File: config.mk
export PLATFORM = sky130hd
export DESIGN_NAME = seq_signed_multiplier32
export DESIGN_NICKNAME = d
export VERILOG_FILES = /design/src/rtl/seq_signed_multiplier32.sv
export SDC_FILE = /design/constraint.sdc
export NUM_CORES = 1
export LEC_CHECK = 0
export CAP_MARGIN = 30
export CORE_MARGIN = 5
export CORE_UTILIZATION = 35
export CTS_BUF_LIST = sky130_fd_sc_hd__clkbuf_16
export CTS_CLUSTER_SIZE = 8
export DETAILED_ROUTE_END_ITERATION = 10
export SYNTH_ARGS = -nofsm -noshare
export SYNTH_HDL_FRONTEND = slang
export SYNTH_SLANG_ARGS = --single-unit
File: constraint.sdc
create_clock -name clk -period 11.8 [get_ports clk]
set_clock_uncertainty 0.15 [all_clocks]
set_input_delay 1.18 -clock clk [delete_from_list [all_inputs] [get_ports clk]]
set_output_delay 1.18 -clock clk [all_outputs]
set_load 0.03 [all_outputs]
File: src/rtl/seq_signed_multiplier32.sv
// Sequential 32x32 signed multiply-accumulate (radix-2 Booth, one bit per clock): product = M*Q + sext(addend).
// 32 RUN cycles after the accepting edge, then a one-cycle done pulse; start is ignored while busy.
module seq_signed_multiplier32 (
  input  logic        clk,
  input  logic        rst,
  input  logic        start,
  input  logic [31:0] multiplicand,
  input  logic [31:0] multiplier,
  input  logic [31:0] addend,
  output logic        busy,
  output logic        done,
  output logic [63:0] product
);

  typedef enum logic [1:0] {S_IDLE, S_RUN, S_DONE} state_t;

  state_t      state_q, state_d;
  logic [31:0] m_q, m_d;
  logic [31:0] q_q, q_d;
  logic [31:0] addend_q, addend_d;
  logic [32:0] a_q, a_d;
  logic        qm1_q, qm1_d;
  logic [4:0]  cnt_q, cnt_d;
  logic [63:0] product_q, product_d;

  logic [32:0] m_ext;
  logic [32:0] sum;
  logic [32:0] a_sh;
  logic [31:0] q_sh;
  logic [63:0] final_sum;

  always_comb begin
    state_d   = state_q;
    m_d       = m_q;
    q_d       = q_q;
    addend_d  = addend_q;
    a_d       = a_q;
    qm1_d     = qm1_q;
    cnt_d     = cnt_q;
    product_d = product_q;

    // 33-bit accumulator keeps -(-2^31) representable
    m_ext = {m_q[31], m_q};
    sum   = a_q;
    case ({q_q[0], qm1_q})
      2'b01:   sum = a_q + m_ext;
      2'b10:   sum = a_q - m_ext;
      default: sum = a_q;
    endcase

    a_sh      = {sum[32], sum[32:1]};
    q_sh      = {sum[0], q_q[31:1]};
    final_sum = {a_sh[31:0], q_sh} + {{32{addend_q[31]}}, addend_q};

    case (state_q)
      S_IDLE, S_DONE: begin
        if (start) begin
          m_d      = multiplicand;
          q_d      = multiplier;
          addend_d = addend;
          a_d      = 33'd0;
          qm1_d    = 1'b0;
          cnt_d    = 5'd0;
          state_d  = S_RUN;
        end else begin
          state_d = S_IDLE;
        end
      end
      S_RUN: begin
        a_d   = a_sh;
        q_d   = q_sh;
        qm1_d = q_q[0];
        cnt_d = cnt_q + 5'd1;
        if (cnt_q == 5'd31) begin
          product_d = final_sum;
          state_d   = S_DONE;
        end
      end
      default: state_d = S_IDLE;
    endcase
  end

  always_ff @(posedge clk) begin
    if (rst) begin
      state_q   <= S_IDLE;
      m_q       <= 32'd0;
      q_q       <= 32'd0;
      addend_q  <= 32'd0;
      a_q       <= 33'd0;
      qm1_q     <= 1'b0;
      cnt_q     <= 5'd0;
      product_q <= 64'd0;
    end else begin
      state_q   <= state_d;
      m_q       <= m_d;
      q_q       <= q_d;
      addend_q  <= addend_d;
      a_q       <= a_d;
      qm1_q     <= qm1_d;
      cnt_q     <= cnt_d;
      product_q <= product_d;
    end
  end

  assign busy    = (state_q == S_RUN);
  assign done    = (state_q == S_DONE);
  assign product = product_q;

endmodule
==> flow_metrics.env <==
export IMPL_synth_top_area_share=0.298
export IMPL_numClockSinks=200
export IMPL_maxSlewViolCount=0
export IMPL_critPathMaxFanout=8
export IMPL_ys_types=84
export IMPL_drt_total_wl_um=40900
export IMPL_synthTopCellsByArea="dfxtp_1 (30%), a21oi_1 (9.5%), nand2_1 (9.5%), ha_1 (9.4%), xnor2_1 (4.6%)"
export IMPL_hold_buffers=0
export IMPL_hold_violations=0
export IMPL_period_share=0.573
export IMPL_clk_pin_slew_worst_paths_ns=0.08
export IMPL_n_antenna_cell=0
export IMPL_drt_pass1_iterations=5
export IMPL_cp_top_family="compound AO/OA/AOI/OAI gates"
export IMPL_p_leak_uw=0.00631
export IMPL_grt_pass1_wl_um=65900
export IMPL_ir_worst_vdd_v=0.000101
export IMPL_async_flop_share=0
export IMPL_fin_crit_ns=6.76
export IMPL_tightestPinTransition_ns=0.892
export IMPL_ys_seq_area_frac=0.298
export IMPL_fin_util=0.423
export IMPL_r2r_slack_ns=5.04
export IMPL_outcome="complete, no violations"
export IMPL_final_cell_mix="nand2_1 (340), a21oi_1 (256), dfxtp_1 (199), clkdlybuf4s50_1 (163), nor2_1 (120)"
export IMPL_postCtsSetupRepairBufs=0
export IMPL_grt_usage=0.191
export IMPL_cp_slowest_cell="o31ai_1"
export IMPL_via_per_inst=5.37
export IMPL_hp_class="flop to flop"
export IMPL_rsz0062_at_grt="false"
export IMPL_cp_buffers_inverters=1
export IMPL_tns_ns=0
export IMPL_ys_warn_count=0
export IMPL_grt_max_degree=87
export IMPL_root_buffer="clkbuf_16"
export IMPL_die_h_um=206
export IMPL_required_ns=12.02
export IMPL_syn_inst=1790
export IMPL_core_sq_um=37800
export IMPL_initial_core_util=0.356
export IMPL_cts_tree="yes"
export IMPL_core_rowCount=71
export IMPL_syn_nets=1992
export IMPL_clk_path_buf_depth=2
export IMPL_synth_main_ff_cell="dfxtp_1"
export IMPL_slowest_delay_ns=0.69
export IMPL_clk_latency_ns=0.46
export IMPL_grt_pass1_vias=12165
export IMPL_worstSetupEndpointType="flop"
export IMPL_ios=165
export IMPL_syn_avg_cell_area_sq_um=7.52
export IMPL_cellPowerDensity_nw_per_um2=110
export IMPL_antenna_found_initial=0
export IMPL_cts_buffers=17
export IMPL_gr_total_overflow=0
export IMPL_layout_commonest_cell="nand2_1"
export IMPL_io_buffers=164
export IMPL_worstSetupStartpointType="flop"
export IMPL_area_delta_synth_final_pct=18.9
export IMPL_dp_cells=2368
export IMPL_synth_edf_count=0
export IMPL_worstPathArrival_ns=6.99
export IMPL_hpwl_um=31100
export IMPL_cap_violations=0
export IMPL_via_count=12890
export IMPL_instances_no_fill=2400
export IMPL_fin_nets=2078
export IMPL_finalSetupViolCount=0
export IMPL_dieArea_sq_um=42500
export IMPL_ys_ff_latch=200
export IMPL_avgRoutedWirePerCell_um=17.0
export IMPL_cts_htree_levels=4
export IMPL_syn_area_sq_um=13500
export IMPL_drt_first_iter_violations=756
export IMPL_relSlewSlack=0.405
export IMPL_max_freq_mhz=148
export IMPL_finalPower_uw=1770
export IMPL_die_width_um=206
export IMPL_cts_resized_gates=0
export IMPL_gp_congestion=0.913
export IMPL_drive_above_1_share=0.0455
export IMPL_drc_errors=0
export IMPL_crit_type="flop to flop"
export IMPL_yosysTopAreaCell="dfxtp_1"
export IMPL_ant_nets=0
==> cell type report <==
| cell class | instances | area, sq um |
|---|---|---|
| clock buffers | 17 | 425 |
| well taps | 511 | 639 |
| fillers | 3959 | 21800 |
| clock inverters | 15 | 166 |
| multi-input cells | 1441 | 8890 |
| inverters | 41 | 154 |
| repair buffers | 175 | 1730 |
| flip-flops and latches | 200 | 4010 |
==> state kept, by name, summed over array words and instances, names as in the netlist <==
name,flops
a_q,32
m_q,32
state_q,2
addend_q,32
qm1_q,1
product,64
q_q,32
cnt_q,5
==> worst register-to-register path: stages, from the launching register on <==
cell,delay (ns)
dfxtp_1,0.34
nor3_1,0.24
nand2b_1,0.13
nor4_1,0.56
nand2_1,0.15
o31ai_1,0.69
o21ai_0,0.25
xnor2_1,0.19
ha_1,0.36
a21o_1,0.21
a21oi_1,0.12
o21ai_0,0.11
a21o_1,0.18
a31o_2,0.25
a21o_1,0.18
a21oi_1,0.21
xor2_1,0.16
o21ai_0,0.12
ha_1,0.33
inv_1,0.09
nor2_1,0.14
and2_1,0.21
nand4_1,0.13
or3_4,0.36
a31oi_4,0.17
a2111oi_1,0.11
or3_1,0.31
a311oi_1,0.24
==> Yosys cell counts, types with 28 or more instances <==
library cell / number
dfxtp_1: 200
nor2_1: 121
a21o_1: 49
o21ai_0: 99
a22oi_1: 60
inv_1: 40
ha_1: 101
clkbuf_1: 82
xnor2_1: 70
nand2_1: 341
nand3_1: 28
nand4_1: 29
xor2_1: 33
a21oi_1: 256
==> metal layers <==
metal	share of wire	up-vias	track usage
met4	0.015	0	0.0454
met2	0.45	296	0.302
li1	-	6544	-
met1	0.49	6014	0.278
met5	0	-	0
met3	0.045	36	0.0242
==> worst paths after layout <==
| path | start | end | depth (start not counted) |
|---|---|---|---|
| setup / recovery | m_q[0]$_SDFFE_PP0P_ | product[62]$_SDFFE_PP0P_ | 27 |
| hold / removal | product[13]$_SDFFE_PP0P_ | product[13]$_SDFFE_PP0P_ | 2 |
| setup reg to reg | m_q[0]$_SDFFE_PP0P_ | product[62]$_SDFFE_PP0P_ | 27 |
| hold reg to reg | product[13]$_SDFFE_PP0P_ | product[13]$_SDFFE_PP0P_ | 2 |
==> stage by stage <==
stage | hold WS (ns) | worst slack (ns) | area, sq um
after CTS | 0.307 | 5.02 | 16000
after global placement | 0.291 | 5.11 | 15400
after floorplan | 0.290 | 5.85 | 13500
after detailed placement | 0.295 | 5.04 | 15400
after global routing | 0.322 | 4.32 | 16000
final | 0.303 | 5.04 | 16000
==> report_power, final <==
part	internal, uW	leakage (uW)	switching (uW)
Sequential	698	0.00163	22.8
Combinational	171	0.00440	267
Clock	301	0.000284	304
==> cells by family after synthesis <==
family,Yosys count,synth area share
and+or+nand+nor,630,0.207
AOI/OAI and AO/OA,598,0.283
DFF,200,0.298
buffers and inverters,149,0.0433
xor gates and xnor gates,103,0.0670
adders and majority gates,103,0.0969
muxes,7,0.00549
(Power assumes the default switching activity.)
